<file path="src/rtl/pulse_seq_pkg.sv">
// Shared types for the pulse transmitter job sequencer: FSM state encoding and
// the per-job transmitter configuration record.
package pulse_seq_pkg;

  localparam int IDX_W  = 7;
  localparam int LOOP_W = 8;

  typedef enum logic [1:0] {
    IDLE = 2'd0,
    LOAD = 2'd1,
    RUN  = 2'd2,
    GAP  = 2'd3
  } state_e;

  // Program-window settings handed to the transmitter for one job.
  typedef struct packed {
    logic [IDX_W-1:0]  start_idx;
    logic [IDX_W-1:0]  end_idx;
    logic [IDX_W-1:0]  loopback_idx;
    logic [LOOP_W-1:0] loop_count;
  } job_cfg_t;

endpackage

</file>
<file path="src/rtl/pulse_seq_job_fifo.sv">
// Synchronous job FIFO with occupancy count, flush, and same-cycle push/pop.
// A push into a full FIFO is dropped; flush wins over push and pop.
module pulse_seq_job_fifo #(
  parameter int DEPTH = 4,
  parameter int WIDTH = 8
) (
  input  logic                     clk,
  input  logic                     rst,
  input  logic                     flush,
  input  logic                     push,
  input  logic                     pop,
  input  logic [WIDTH-1:0]         wdata,
  output logic [WIDTH-1:0]         rdata,
  output logic [$clog2(DEPTH):0]   count,
  output logic                     full,
  output logic                     empty
);

  localparam int PTR_W = $clog2(DEPTH);

  logic [WIDTH-1:0] mem [DEPTH];
  logic [PTR_W-1:0] wr_ptr;
  logic [PTR_W-1:0] rd_ptr;
  logic             do_push;
  logic             do_pop;

  assign full    = (count == (PTR_W + 1)'(DEPTH));
  assign empty   = (count == '0);
  assign do_push = push && !full && !flush;
  assign do_pop  = pop && !empty && !flush;
  assign rdata   = mem[rd_ptr];

  // NOTE: state registers use non-blocking assignments so every flop samples
  // the pre-edge values, independent of statement order.
  always_ff @(posedge clk or posedge rst) begin
    if (rst) begin
      wr_ptr <= '0;
      rd_ptr <= '0;
      count  <= '0;
    end else if (flush) begin
      wr_ptr <= '0;
      rd_ptr <= '0;
      count  <= '0;
    end else begin
      if (do_push) wr_ptr <= wr_ptr + 1'b1;
      if (do_pop)  rd_ptr <= rd_ptr + 1'b1;
      case ({do_push, do_pop})
        2'b10:   count <= count + 1'b1;
        2'b01:   count <= count - 1'b1;
        default: count <= count;
      endcase
    end
  end

  // NOTE: the storage array has no reset; an entry is never read before it
  // has been written, so its power-up contents are irrelevant.
  always_ff @(posedge clk) begin
    if (do_push) mem[wr_ptr] <= wdata;
  end

endmodule

</file>
<file path="src/rtl/pulse_transmitter_job_sequencer.sv">
// Hardware job scheduler in front of the pulse transmitter: queues jobs and
// launches them back-to-back. Define PULSE_SEQ_GAP_EN for per-job idle gaps.
module pulse_transmitter_job_sequencer
  import pulse_seq_pkg::*;
#(
  parameter int DEPTH = 4,
  parameter int GAP_W = 16
) (
  input  logic                   clk,
  input  logic                   rst,
  input  logic                   job_valid,
  output logic                   job_ready,
  input  logic [IDX_W-1:0]       job_start_idx,
  input  logic [IDX_W-1:0]       job_end_idx,
  input  logic [LOOP_W-1:0]      job_loop_count,
  input  logic [IDX_W-1:0]       job_loopback_idx,
  input  logic [GAP_W-1:0]       job_gap,
  input  logic                   abort,
  input  logic                   tx_done,
  output logic                   tx_run,
  output logic [IDX_W-1:0]       tx_start_idx,
  output logic [IDX_W-1:0]       tx_end_idx,
  output logic [IDX_W-1:0]       tx_loopback_idx,
  output logic [LOOP_W-1:0]      tx_loop_count,
  output logic                   busy,
  output logic [$clog2(DEPTH):0] fifo_count,
  output logic [7:0]             jobs_done,
  output logic                   job_done,
  output logic                   irq,
  input  logic                   irq_clr
);

`ifdef PULSE_SEQ_GAP_EN
  typedef struct packed {
    logic [GAP_W-1:0] gap;
    job_cfg_t         cfg;
  } entry_t;
`else
  typedef struct packed {
    job_cfg_t cfg;
  } entry_t;
`endif

  state_e   state;
  state_e   state_d;
  entry_t   wr_entry;
  entry_t   rd_entry;
  job_cfg_t active;
  logic     fifo_full;
  logic     fifo_empty;
  logic     avail_q;
  logic     pop;
  logic     done;

`ifdef PULSE_SEQ_GAP_EN
  logic [GAP_W-1:0] active_gap;
  logic [GAP_W-1:0] gap_cnt;
`else
  logic unused_gap;
  assign unused_gap = ^job_gap;
`endif

  pulse_seq_job_fifo #(
    .DEPTH (DEPTH),
    .WIDTH ($bits(entry_t))
  ) u_fifo (
    .clk   (clk),
    .rst   (rst),
    .flush (abort),
    .push  (job_valid),
    .pop   (pop),
    .wdata (wr_entry),
    .rdata (rd_entry),
    .count (fifo_count),
    .full  (fifo_full),
    .empty (fifo_empty)
  );

  // NOTE: every signal written here gets a default first, so no path through
  // the block leaves it unassigned and no latch is inferred.
  always_comb begin
    state_d = state;
    pop     = 1'b0;
    done    = 1'b0;
    if (abort) begin
      state_d = IDLE;
    end else begin
      case (state)
        IDLE: begin
          if (avail_q && !fifo_empty) begin
            pop     = 1'b1;
            state_d = LOAD;
          end
        end
        LOAD: state_d = RUN;
        RUN: begin
          if (tx_done) begin
            done = 1'b1;
`ifdef PULSE_SEQ_GAP_EN
            state_d = (active_gap != '0) ? GAP : IDLE;
`else
            state_d = IDLE;
`endif
          end
        end
        GAP: begin
`ifdef PULSE_SEQ_GAP_EN
          if (gap_cnt <= GAP_W'(1)) state_d = IDLE;
`else
          state_d = IDLE;
`endif
        end
        default: state_d = IDLE;
      endcase
    end
  end

  always_comb begin
    wr_entry                  = '0;
    wr_entry.cfg.start_idx    = job_start_idx;
    wr_entry.cfg.end_idx      = job_end_idx;
    wr_entry.cfg.loopback_idx = job_loopback_idx;
    wr_entry.cfg.loop_count   = job_loop_count;
`ifdef PULSE_SEQ_GAP_EN
    wr_entry.gap              = job_gap;
`endif
  end

  // A freshly written job becomes eligible for pop one cycle after its write;
  // queued jobs behind a running one are already eligible when it finishes.
  always_ff @(posedge clk or posedge rst) begin
    if (rst) begin
      state     <= IDLE;
      tx_run    <= 1'b0;
      avail_q   <= 1'b0;
      active    <= '0;
      job_done  <= 1'b0;
      jobs_done <= '0;
      irq       <= 1'b0;
    end else begin
      state    <= state_d;
      tx_run   <= (state_d == RUN);
      avail_q  <= !abort && (fifo_count != '0);
      job_done <= done;
      if (done) jobs_done <= jobs_done + 1'b1;
      if (pop)  active    <= rd_entry.cfg;
      if (done && fifo_empty && !(job_valid && job_ready)) irq <= 1'b1;
      else if (irq_clr)                                    irq <= 1'b0;
    end
  end

`ifdef PULSE_SEQ_GAP_EN
  always_ff @(posedge clk or posedge rst) begin
    if (rst) begin
      active_gap <= '0;
      gap_cnt    <= '0;
    end else begin
      if (pop) active_gap <= rd_entry.gap;
      if (done)              gap_cnt <= active_gap;
      else if (state == GAP) gap_cnt <= gap_cnt - 1'b1;
    end
  end
`endif

  assign job_ready       = !fifo_full;
  assign busy            = (state != IDLE);
  assign tx_start_idx    = active.start_idx;
  assign tx_end_idx      = active.end_idx;
  assign tx_loopback_idx = active.loopback_idx;
  assign tx_loop_count   = active.loop_count;

endmodule

</file>
<file path="config.mk">
export PLATFORM = sky130hd
export DESIGN_NAME = pulse_transmitter_job_sequencer
export DESIGN_NICKNAME = d
export VERILOG_FILES = /design/src/rtl/pulse_seq_pkg.sv /design/src/rtl/pulse_seq_job_fifo.sv /design/src/rtl/pulse_transmitter_job_sequencer.sv
export SDC_FILE = /design/constraint.sdc
export NUM_CORES = 1
export LEC_CHECK = 0
export ABC_AREA = 1
export CAP_MARGIN = 20
export CELL_PAD_IN_SITES_DETAIL_PLACEMENT = 1
export CELL_PAD_IN_SITES_GLOBAL_PLACEMENT = 1
export CORE_MARGIN = 2
export CORE_UTILIZATION = 47
export DETAILED_ROUTE_END_ITERATION = 12
export GPL_ROUTABILITY_DRIVEN = 0
export GPL_TIMING_DRIVEN = 0
export PLACE_DENSITY = 0.91
export SLEW_MARGIN = 20
export SYNTH_ARGS = -nofsm -noshare
export SYNTH_HDL_FRONTEND = slang
export SYNTH_SLANG_ARGS = --single-unit
export TNS_END_PERCENT = 5
</file>
<file path="constraint.sdc">
create_clock -name clk -period 4.4 [get_ports clk]
set_input_delay 0.88 -clock clk [delete_from_list [all_inputs] [get_ports clk]]
set_output_delay 0.88 -clock clk [all_outputs]
set_load 0.05 [all_outputs]
</file>
# [Word-level counts from Yosys, hierarchy flattened]
# Memory sizes are Yosys's and may differ from the RTL's. A register that Yosys moved wholly into a read port is not among the register bits.
# Index checks and enable logic that the tools add are counted.
[word_totals] output_inout_bits=45 n_memories=1 mem_bits_rw=116 reg_bits=21
[mem_list] memory="u_fifo.mem" words=4 width=29 read_ports=1 rd_clocked_by_memory_dff=1 wr=1 line="pulse_seq_job_fifo.sv:21" source="logic [WIDTH-1:0] mem [DEPTH];"
[op_classes] mux=20 n_reduce_logical=20 add_sub_neg=5 n_eq_ne=7
[op_table] op="2-bit two-way mux" count=7
[op_table] op="1-bit two-way mux" count=10
[op_table] op="8-bit by 1-bit adder with 8-bit output, second input constant" count=1
[op_table] op="2-bit equality test, second input constant" count=4
[op_table] op="1-bit logical AND" count=8
[op_table] op="2-bit one-hot mux with 4 select lines" count=1
[op_table] op="2-bit nonzero test" count=4
[op_table] op="3-bit one-hot mux with 2 select lines" count=1
[op_table] op="3-bit nonzero test" count=2
[op_table] op="2-bit by 1-bit adder with 2-bit output, second input constant" count=2
[op_table] op="2-bit by 1-bit equality test with 1-bit output, second input constant" count=2
[op_table] op="1-bit logical NOT" count=4
[op_table] op="3-bit by 1-bit adder with 3-bit output, second input constant" count=1
[op_table] op="3-bit equality test, second input constant" count=1
[op_table] op="3-bit logical NOT" count=1
[op_table] op="3-bit two-way mux" count=1
[op_table] op="3-bit by 1-bit subtractor with 3-bit output, second input constant" count=1
[op_table] op="2-bit logical NOT" count=1

# [Depth between registers and ports, before layout]
# Gate-level depths: netlist (run 1).
[logic_depth] ltp_word=11 depth_mapped=12 mapped_depth_nobuf=12

# [Hierarchy]
# Synthesis (run 1) repeated with hierarchy kept, for this count alone.
[hier_totals] cells_unflattened=554 hier_area_um2=6562.5
[by_module_without_submodules] mod="pulse_seq_job_fifo" cells_each=348 instances=1 area_each_um2=4770.8
[by_module_without_submodules] mod="pulse_transmitter_job_sequencer" cells_each=206 instances=1 area_each_um2=1791.7

# [Worst setup path after synthesis (run 1)]
# Ideal clock, no wire load.
[synth_timing] path_type="register to register" start="reg u_fifo.count[0]" end="mem u_fifo.mem[0][0] in the netlist's numbering (enable)" n_path_buf=0 path_slack_ns=1.118 arrival_ns=2.867 setup_ns=0.415 required_time_ns=3.985 stages_incl_launch_ff=7 path_cell_list="dfrtp_1 > nor2_2 > nand2_1 > nand2_1 > nor2_1 > inv_1 > nor2_1"
[synth_via] elab_chain_len=6
[synth_rtl] element="start: declaration" line="pulse_seq_job_fifo.sv:14" source="output logic [$clog2(DEPTH):0] count,"
[synth_rtl] element="start signal: assignment" line="pulse_seq_job_fifo.sv:48" source="2'b10: count <= count + 1'b1;"
[synth_rtl] element="start signal: assignment" line="pulse_seq_job_fifo.sv:49" source="2'b01: count <= count - 1'b1;"
[synth_rtl] element="start signal: assignment" line="pulse_seq_job_fifo.sv:50" source="default: count <= count;"
[synth_rtl] element="3-bit equality test" line="pulse_seq_job_fifo.sv:27" source="assign full = (count == (PTR_W + 1)'(DEPTH));"
[synth_rtl] element="1-bit logical NOT"
[synth_rtl] element="net job_ready" line="pulse_transmitter_job_sequencer.sv:12" source="output logic job_ready,"
[synth_rtl] element="1-bit logical AND (2 in series)" line="pulse_seq_job_fifo.sv:29" source="assign do_push = push && !full && !flush;"
[synth_rtl] element="1-bit two-way mux" line="pulse_seq_job_fifo.sv:58" source="if (do_push) mem[wr_ptr] <= wdata;"
[synth_rtl] element="1-bit two-way mux (implied by the code)" line="pulse_seq_job_fifo.sv:58"
[synth_rtl] element="end: declaration" line="pulse_seq_job_fifo.sv:21"
# The timed path passes the listed nets, and every way through them passes these cells.

# [Worst setup path after layout (run 1)]
[layout_timing] start="reg u_fifo.count[0]" end="out job_ready"
[layout_via] elab_chain_len=2
[layout_rtl] element="3-bit equality test" line="pulse_seq_job_fifo.sv:27"
[layout_rtl] element="1-bit logical NOT" line="pulse_transmitter_job_sequencer.sv:165" source="assign job_ready = !fifo_full;"
[layout_rtl] element="end: declaration" line="pulse_transmitter_job_sequencer.sv:12"
# Every way passes these cells.

==> results.yml, run 1 <==
outcome:
  run_status: "completed"
worst_setup_path:
  cp.required_ns: 3.52
  peak_fanout_along_the_critical_path: 5
  critical_path.endpoint_type: "output port"
  critPathKind: "flip-flop to output port"
  worstPathArrival_ns: 1.93
  worst_setup_path_start_kind: "flip-flop"
detailed_routing:
  routed_via_density: 5.536
  antenna_violating_nets_post_route: 0
  drc: 0
  drt_first_pass_iters: 4
  postRouteWirelength_um: 18090
  drt_iter0_drc: 299
  via_count: 4501
  avgRoutedWirePerCell_um: 22.25
sta:
  achievable-frequency_mhz: 355.6
  min_period_over_period_pct: 63.92
  whs_ns: 0.5149
  setup_violations: 0
  timing.max_slew.rel_slack_pct: 54.14
  fin_skew_ns: 0.01047
  grt_setup_unrepaired: "no"
  max_slew.worst_pin.slew_ns: 0.6879
  timing_hold_violations_final: 0
  timing.final.ws_setup_ns: 1.588
  fin_crit_ns: 2.812
  final-max-slew-violation-count: 0
  timing.setup.tns_ns: 0
clock_network:
  clock-root-buffer: "sky130_fd_sc_hd__clkbuf_16"
  cts_buffers: 17
  cts.htree.levels: 4
  cts_hold_buffers: 0
  clk_transition_reported_paths_ns: 0.06
  cts_setup_buffers: 0
  clk_sinks: 166
  cts_resized: 0
  tritoncts: "done"
  clk_latency_ns: 0.44
  buffers_from_clock_root_to_sink_at_most: 2
cells_and_area:
  area_growth_syn_to_layout_pct: 27.64
  final_layout_size_suffix_gt1_share_pct: 9.890
  layout_commonest_cell: "sky130_fd_sc_hd__nor2_1"
  mostFrequentLayoutCells: "sky130_fd_sc_hd__nor2_1 (152), sky130_fd_sc_hd__edfxtp_1 (116), sky130_fd_sc_hd__clkdlybuf4s50_1 (79), sky130_fd_sc_hd__o21ai_0 (59), sky130_fd_sc_hd__dfrtp_1 (50)"
  diodes: 0
  final-instance-count-excl-fill: 813
  layout.cell_area.non_filler_um2: 8210
  nets: 681
  post-route-util_pct: 61.75
synthesis:
  yosys.area_share.xor_xnor_pct: 0.9531
  ys_ff_latch: 166
  post_synth.cell_area_avg_um2: 12.32
  mux_contribution_to_synthesized_area_pct: 0
  synth.yosys.seq_area_share_pct: 73.60
  synth_fp_nets: 579
  post_synth_and_or_nand_nor_area_fraction_pct: 12.64
  syn_area_um2: 6432
  synth_compound_gate_area_share_pct: 7.936
  synth_warnings: 0
  dominant_combinational_cell_family_by_area_after_synthesis: "simple AND/OR/NAND/NOR gates"
  post_synth_inst_count: 522
  yosysUniqueCellTypes: 31
  synth-edff-count: 116
  postSynth.asyncResetShare_pct: 30.12
  ys_dominant_reg_cell: "sky130_fd_sc_hd__edfxtp_1"
  synth-adder-area-share_pct: 1.284
die:
  floorplan.rows: 42
  die_area_um2: 14640
  die_w_um: 121.0
  die_h_um: 121.0
  core_area_um2: 13300
  boundaryPins: 96
  initial_core_util_pct: 48.38
power:
  power.leakage_nw: 3.109
  power_mw: 5.397
  peakVddDrop_mv: 0.4422
  power-per-cell-area_nw_per_um2: 657.3
placement:
  io_buffer_count: 79
  detailed_place_hpwl_um: 11140
  numPlacedInstances: 781
  post_dp_cell_area_um2: 7586
  placement.setup.worst_slack_ns: 1.346
global_routing:
  gr-usage-all-layers_pct: 26.11
  grt_max_degree: 51
  vias_in_the_first_global_route: 5102
  first_pass_grt_wire_length_um: 27760
  overflow: 0
  antenna_found_initial: 0
hold_path:
  hp-class: "flip-flop to flip-flop"
flow_run:
  max_cap_violations: 0
## layout make-up
class                   count  area, um^2
plain buffers              25       136.4
clock buffers              23       447.9
clock inverters             9       176.4
fillers                  1316        5085
inverters                  25       96.34
multi-input cells         306        1498
flip-flops and latches    166        4735
well taps                 176       220.2
repair buffers             83       900.9
## routing by layer
metal | track usage, % | vias up | part of all wire (%)
met5 | 0 | - | 0
met4 | 12.50 | 0 | 2.4
met3 | 5.169 | 38 | 5.1
met2 | 46.84 | 154 | 54
met1 | 29.74 | 2303 | 39
li1 | - | 2006 | -
## state kept, by name, indices dropped and copies added (netlist names), 3 cells and up
register and cells:
jobs_done 8, tx_end_idx 7, tx_loop_count 8, tx_loopback_idx 7
tx_start_idx 7, u_fifo.count 3, u_fifo.mem 116
## cells in the mapped netlist, types with 5 or more instances
master / n / share of area [%]
sky130_fd_sc_hd__nand2_1: 25 / 1.5
sky130_fd_sc_hd__edfxtp_1: 116 / 54
sky130_fd_sc_hd__nand3_1: 5 / 0.39
sky130_fd_sc_hd__a31oi_1: 29 / 2.8
sky130_fd_sc_hd__clkbuf_1: 9 / 0.53
sky130_fd_sc_hd__inv_1: 21 / 1.2
sky130_fd_sc_hd__dfrtp_1: 50 / 19
sky130_fd_sc_hd__o21ai_0: 59 / 4.6
sky130_fd_sc_hd__buf_2: 9 / 0.70
sky130_fd_sc_hd__nor2_1: 156 / 9.1
sky130_fd_sc_hd__ha_1: 5 / 0.97
## path summary, 6_finish.rpt
check / start / to / slack (ns) / cells past startpoint
worst max-delay path: u_fifo.count[0]$_DFFE_PP0P_ / job_ready / 1.59 / 3
worst min-delay path: jobs_done[5]$_DFFE_PP0P_ / jobs_done[5]$_DFFE_PP0P_ / 0.51 / 1
worst max register to register: u_fifo.count[0]$_DFFE_PP0P_ / u_fifo.mem[0][14]$_DFFE_PP_ / 2.06 / 7
worst min register to register: jobs_done[5]$_DFFE_PP0P_ / jobs_done[5]$_DFFE_PP0P_ / 0.51 / 1
max in group asynchronous: rst / tx_loopback_idx[2]$_DFFE_PP0N_ / 3.02 / 2
min in group asynchronous: rst / tx_start_idx[3]$_DFFE_PP0N_ / 0.91 / 2
## critical path, cell delays in order, from the launching register on
cell	delay [ns]
sky130_fd_sc_hd__dfrtp_1	0.47
sky130_fd_sc_hd__nor2_2	0.09
sky130_fd_sc_hd__nand2_1	0.12
sky130_fd_sc_hd__clkdlybuf4s50_1	0.82
## where the power goes
| part | switching [mW] | internal (mW) |
|---|---|---|
| logic | 1.20 | 0.536 |
| clock network | 0.594 | 1.01 |
| registers | 0.153 | 1.90 |
## cell families (layout without fill, tap and decap cells)
group / count (synthesis) / in the layout
AND/OR/NAND/NOR: 199 / 199
buffers and inverters: 50 / 165
flip-flops: 166 / 166
XOR/XNOR: 7 / 7
adder cells (fa/ha/maj): 6 / 6
AO/OA/AOI/OAI: 94 / 94
Power figures use the tool's default switching activity.
==> run 2, diff against run 1 <==
CORE_UTILIZATION = 39   (was 47)
PLACE_DENSITY = 0.81   (was 0.91)
clock period = 2.35 ns   (was 4.4 ns; I/O delays follow)
==> run 2 against run 1 <==
  * First-iteration DRC count is 22% lower
  * Critical path depth is 2 higher
  * Final area is 1.4% lower
  * Clock-buffer cell count is 3 lower
  * Non-clock buffer count is 4 lower
  * Critical path type is now input pin to flip-flop
  * Critical endpoint is now u_fifo.mem[3][23]$_DFFE_PP_
  * Highest routed layer unchanged
==> results.yml, run 2 (synthesis results as in run 1) <==
outcome:
  run_status: "completed"
clock_network:
  cts.htree.levels: 4
  cts_buffers: 17
  tritoncts: "done"
  clk_latency_ns: 0.43
  clock-root-buffer: "sky130_fd_sc_hd__clkbuf_16"
  cts_setup_buffers: 0
  clk_sinks: 166
  cts_hold_buffers: 0
  buffers_from_clock_root_to_sink_at_most: 2
  clk_transition_reported_paths_ns: 0.06
cells_and_area:
  nets: 677
  final_layout_size_suffix_gt1_share_pct: 10.43
  diodes: 0
  regMostFlops: "u_fifo.mem"
  max_ffs_per_register: 116
  post-route-util_pct: 50.61
  nFillCells: 1688
  area_growth_syn_to_layout_pct: 25.89
  layout_commonest_cell: "sky130_fd_sc_hd__nor2_1"
  mostFrequentLayoutCells: "sky130_fd_sc_hd__nor2_1 (151), sky130_fd_sc_hd__edfxtp_1 (116), sky130_fd_sc_hd__clkdlybuf4s50_1 (77), sky130_fd_sc_hd__o21ai_0 (59), sky130_fd_sc_hd__dfrtp_1 (48)"
worst_setup_path:
  worst_setup_path_start_kind: "input pin"
  critPathKind: "input pin to flip-flop"
  cells_along_the_critical_path: "clkdlybuf4s50_1, nand2_1, nor2_2, inv_2, nor2_4"
  worstPathArrival_ns: 2.26
  peak_fanout_along_the_critical_path: 29
  critPathSlowestCell: "sky130_fd_sc_hd__nor2_4"
  cp.required_ns: 2.40
  critical_path.endpoint_type: "flip-flop"
  ff2ff_path_depth: 6
  cp_slowest_stage_delay_ns: 0.81
power:
  power-per-cell-area_nw_per_um2: 1193
  power.leakage_nw: 3.042
  peakVddDrop_mv: 0.6527
  power_mw: 9.664
sta:
  setup_violations: 0
  max_slew.worst_pin.slew_ns: 1.054
  fin_skew_ns: 0.007880
  achievable-frequency_mhz: 451.2
  final-max-slew-violation-count: 0
  grt_setup_unrepaired: "no"
  timing.max_slew.rel_slack_pct: 29.59
  min_period_over_period_pct: 94.31
  timing.final.ws_setup_ns: 0.1337
  timing_hold_violations_final: 0
  fin_crit_ns: 2.216
hold_path:
  hold_critical_path_depth: 2
  hp-class: "flip-flop to flip-flop"
die:
  die_w_um: 132.4
  floorplan.rows: 46
  initial_core_util_pct: 40.20
  core_area_um2: 16000
  boundaryPins: 96
  die_h_um: 132.4
  die_area_um2: 17540
global_routing:
  antenna_found_initial: 0
  grt_max_degree: 51
  first_pass_grt_wire_length_um: 25950
  vias_in_the_first_global_route: 4628
  gr-usage-all-layers_pct: 19.55
  overflow: 0
detailed_routing:
  via_count: 4303
  drc: 0
  drt_first_pass_iters: 5
  avgRoutedWirePerCell_um: 19.43
  drt_iter0_drc: 232
  postRouteWirelength_um: 16490
  routed_via_density: 5.068
  antenna_violating_nets_post_route: 0
placement:
  detailed_place_hpwl_um: 10290
  io_buffer_count: 79
  placement.setup.worst_slack_ns: -0.4577
flow_run:
  max_cap_violations: 0
[run 2: cell count changes in the layout (fill, tap and decap cells not counted), sizes merged]
cell,delta
clkbuf,-3
buf,-4
dlygate4sd2,+1
inv,+2
clkinv,+4
clkdlybuf4s50,-2
bufinv,-3
dlymetal6s2s,+1
[run 2: final timing paths]
| path | startpoint | end | slack, ns |
|---|---|---|---|
| setup / recovery | job_valid | u_fifo.mem[3][23]$_DFFE_PP_ | 0.13 |
| hold / removal | jobs_done[7]$_DFFE_PP0P_ | jobs_done[7]$_DFFE_PP0P_ | 0.51 |
| min in group asynchronous | rst | job_done$_DFF_PP0_ | 0.52 |
| setup reg to reg | u_fifo.count[0]$_DFFE_PP0P_ | u_fifo.mem[3][23]$_DFFE_PP_ | 0.16 |
| hold reg to reg | jobs_done[7]$_DFFE_PP0P_ | jobs_done[7]$_DFFE_PP0P_ | 0.51 |
| max in group asynchronous | rst | u_fifo.count[0]$_DFFE_PP0P_ | 1.34 |
[run 2: final cells by class]
cell class | count | area, um^2 | area share [%]
Sequential cell | 166 | 4737 | 58.50
Multi-Input combinational cell | 306 | 1503 | 18.56
Timing Repair Buffer | 79 | 792.0 | 9.781
Clock buffer | 20 | 436.7 | 5.392
Tap cell | 216 | 270.3 | 3.337
Buffer | 25 | 136.4 | 1.684
Clock inverter | 12 | 126.4 | 1.561
Inverter | 25 | 96.34 | 1.190
[run 2: metrics by stage]
stage / instance area (um^2) / std cells / TNS [ns] / hold WS [ns]
after floorplan: 6467 / 522 / 0 / 0.5302
after global placement: 7528 / 817 / -72.41 / 0.4783
after detailed placement: 7531 / 817 / -49.98 / 0.5058
after CTS: 8093 / 849 / 0 / 0.5222
after global routing: 8098 / 849 / 0 / 0.5471
final: 8098 / 849 / 0 / 0.5115
[run 2: report_power, final]
part | internal [mW] | total [mW] | leakage (nW) | switching (mW)
Sequential | 3.57 | 3.83 | 1.66 | 0.263
Clock | 1.56 | 2.70 | 0.276 | 1.14
Combinational | 0.973 | 3.13 | 1.11 | 2.16
[run 2: timing repair]
action / CTS / global route
resized for setup: 2 / 2
pin swaps: 0 / 1
cloned: 0 / 0
endpoints found under the setup margin: 56 / 117
[run 2: worst max-delay path: cells and delay by family]
kind / cells / cell delay, ns
buffers and inverters: 2 / 0.64
AND/OR/NAND/NOR: 3 / 1.13
[run 2: per-layer routing]
layer	vias up	global-route usage (%)	share of wire, %
met5	-	0	0
met4	0	7.885	2.0
met3	25	3.640	3.7
met2	106	34.31	52
met1	2174	23.82	42
li1	1998	-	-
==> run 3, diff against run 2 <==
--- a/config.mk
+++ b/config.mk
@@ -17,2 +17,3 @@
 export PLACE_DENSITY = 0.81
+export SETUP_SLACK_MARGIN = 0.02
 export SLEW_MARGIN = 20
--- a/constraint.sdc
+++ b/constraint.sdc
@@ -3,2 +3,2 @@
 set_output_delay 0.47 -clock clk [all_outputs]
-set_load 0.05 [all_outputs]
+set_load 0.02 [all_outputs]
==> run 3 against run 2 <==
  * Final cell count increased by 0.59%
  * Clock power increased by 14%
  * Via count increased by 1.3%
  * Flip-flop and latch count unchanged
  * Worst setup slack improved by 0.032 ns
  * Global-route usage increased by 0.89 points
  * Final area increased by 2.6%
  * Maximum frequency increased by 1.5%
  * Critical endpoint is now job_ready
  * Largest power group unchanged
==> results.yml, run 3 (synthesis results as in run 1) <==
cells_and_area:
  nFillCells: 1689
  final_layout_size_suffix_gt1_share_pct: 10.82
  max_ffs_per_register: 116
  layout.cell_area.non_filler_um2: 8312
  post-route-util_pct: 51.95
  regMostFlops: "u_fifo.mem"
  area_growth_syn_to_layout_pct: 29.22
  mostFrequentLayoutCells: "sky130_fd_sc_hd__nor2_1 (151), sky130_fd_sc_hd__edfxtp_1 (116), sky130_fd_sc_hd__clkdlybuf4s50_1 (79), sky130_fd_sc_hd__o21ai_0 (59), sky130_fd_sc_hd__dfrtp_1 (50)"
  diodes: 0
  nets: 682
  layout_commonest_cell: "sky130_fd_sc_hd__nor2_1"
clock_network:
  cts.htree.levels: 4
  cts_buffers: 17
  cts_hold_buffers: 0
  clock-root-buffer: "sky130_fd_sc_hd__clkbuf_16"
  tritoncts: "done"
  clk_transition_reported_paths_ns: 0.06
  clk_sinks: 166
  buffers_from_clock_root_to_sink_at_most: 2
  clk_latency_ns: 0.43
power:
  power.share.clock_pct: 32.6
  power-per-cell-area_nw_per_um2: 1134
  total_switching_power_mw: 2.913
  power.leakage_nw: 3.134
  power_mw: 9.422
  switching_share_pct: 30.91
  sequentialPowerShare_pct: 40.7
  power_report.internal_total_mw: 6.510
  logic_pwr_share_pct: 26.6
  peakVddDrop_mv: 0.7302
sta:
  timing.max_slew.rel_slack_pct: 54.35
  timing.setup.tns_ns: 0
  achievable-frequency_mhz: 457.9
  grt_setup_unrepaired: "no"
  timing_hold_violations_final: 0
  final-max-slew-violation-count: 0
  setup_violations: 0
  min_period_over_period_pct: 92.93
  fin_skew_ns: 0.006376
  fin_crit_ns: 2.184
  max_slew.worst_pin.slew_ns: 0.6847
detailed_routing:
  postRouteWirelength_um: 17010
  drt_first_pass_iters: 4
  avgRoutedWirePerCell_um: 19.92
  drt_iter0_drc: 239
  drc: 0
  routed_via_density: 5.104
  via_count: 4359
  antenna_violating_nets_post_route: 0
flow_run:
  max_cap_violations: 0
global_routing:
  antenna_found_initial: 0
  overflow: 0
  vias_in_the_first_global_route: 4936
  gr-usage-all-layers_pct: 20.44
  grt_max_degree: 51
  first_pass_grt_wire_length_um: 26800
worst_setup_path:
  peak_fanout_along_the_critical_path: 5
  reg2reg_to: "u_fifo.count[2]$_DFFE_PP0P_"
  critical_path.reg2reg.startpoint: "u_fifo.count[0]$_DFFE_PP0P_"
  critPathKind: "flip-flop to output port"
  worstPathArrival_ns: 1.71
  ff2ff_path_depth: 12
  crit_start: "u_fifo.count[0]$_DFFE_PP0P_"
  cp.required_ns: 1.88
  critical_path.endpoint_type: "output port"
  worst_setup_path_start_kind: "flip-flop"
  reg2reg_slack_ns: 0.23
  worstSetupEndpoint: "job_ready"
hold_path:
  hp-class: "input pin to asynchronous set/reset pin"
die:
  core_area_um2: 16000
  die_w_um: 132.4
  floorplan.rows: 46
  initial_core_util_pct: 40.20
  boundaryPins: 96
  die_area_um2: 17540
  die_h_um: 132.4
outcome:
  run_status: "completed"
placement:
  detailed_place_hpwl_um: 10810
  io_buffer_count: 79
  post_dp_cell_area_um2: 7636
[run 3: changes by cell type in the layout (fill, tap and decap cells not counted), sizes merged]
cell	change
buf	+5
bufinv	+3
clkdlybuf4s50	+2
clkbuf	-1
clkinv	-1
dlygate4sd2	-1
dlymetal6s2s	-1
inv	-1
[run 3: final cells by class]
class,instances,area (um^2),area share [%]
clock buffers,19,452.9,5.449
plain buffers,25,136.4,1.641
clock inverters,13,200.2,2.409
repair buffers,84,920.9,11.08
multi-input cells,306,1500,18.05
inverters,25,96.34,1.159
flip-flops and latches,166,4735,56.96
well taps,216,270.3,3.252
[run 3: power by group through the flow]
stage                     Combinational [mW]  Clock, mW  Sequential (mW)
after detailed placement                2.49          0             3.88
after floorplan                         1.00          0             4.16
final                                   2.51       3.07             3.84
after CTS                               2.54       3.12             3.84
after global placement                  2.34          0             3.87
after global routing                    2.72       3.23             3.88
[run 3: stage by stage]
stage / cells / worst slack (ns) / hold WS, ns
detailed placement: 821 / -0.2745 / 0.5101
CTS: 853 / 0.05426 / 0.5262
finish: 854 / 0.1661 / 0.4944
global placement: 817 / -0.8807 / 0.4799
floorplan: 522 / -0.02784 / 0.5302
global route: 854 / 0.07548 / 0.5525
[run 3: timing repair]
action	in CTS	in global routing
hold endpoints to repair	0	0
gates resized for setup	0	2
endpoints found under the setup margin	0	63
buffers inserted	0	1
[run 3: critical path, cell delays in order, from the launching register on]
cell and delay [ns]:
sky130_fd_sc_hd__dfrtp_1 0.45, sky130_fd_sc_hd__nor2_2 0.19, sky130_fd_sc_hd__nand2_1 0.09, sky130_fd_sc_hd__clkdlybuf4s50_1 0.55
[run 3: layer usage]
layer,GRT usage [%],up-vias,wire [um]
met5,0,-,0
met4,9.976,0,374
met3,4.828,34,756
met2,36.10,124,9053
met1,23.29,2193,6827
li1,-,2008,-
[run 3: how the worst min path moves through the flow]
stage,end,slack [ns]
final,tx_start_idx[2]$_DFFE_PP0N_,0.49
after CTS,tx_start_idx[2]$_DFFE_PP0N_,0.53
after detailed placement,jobs_done[7]$_DFFE_PP0P_,0.51
after global routing,jobs_done[2]$_DFFE_PP0P_,0.55
after floorplan,tx_loop_count[2]$_DFFE_PP0N_,0.53
after global placement,jobs_done[7]$_DFFE_PP0P_,0.48
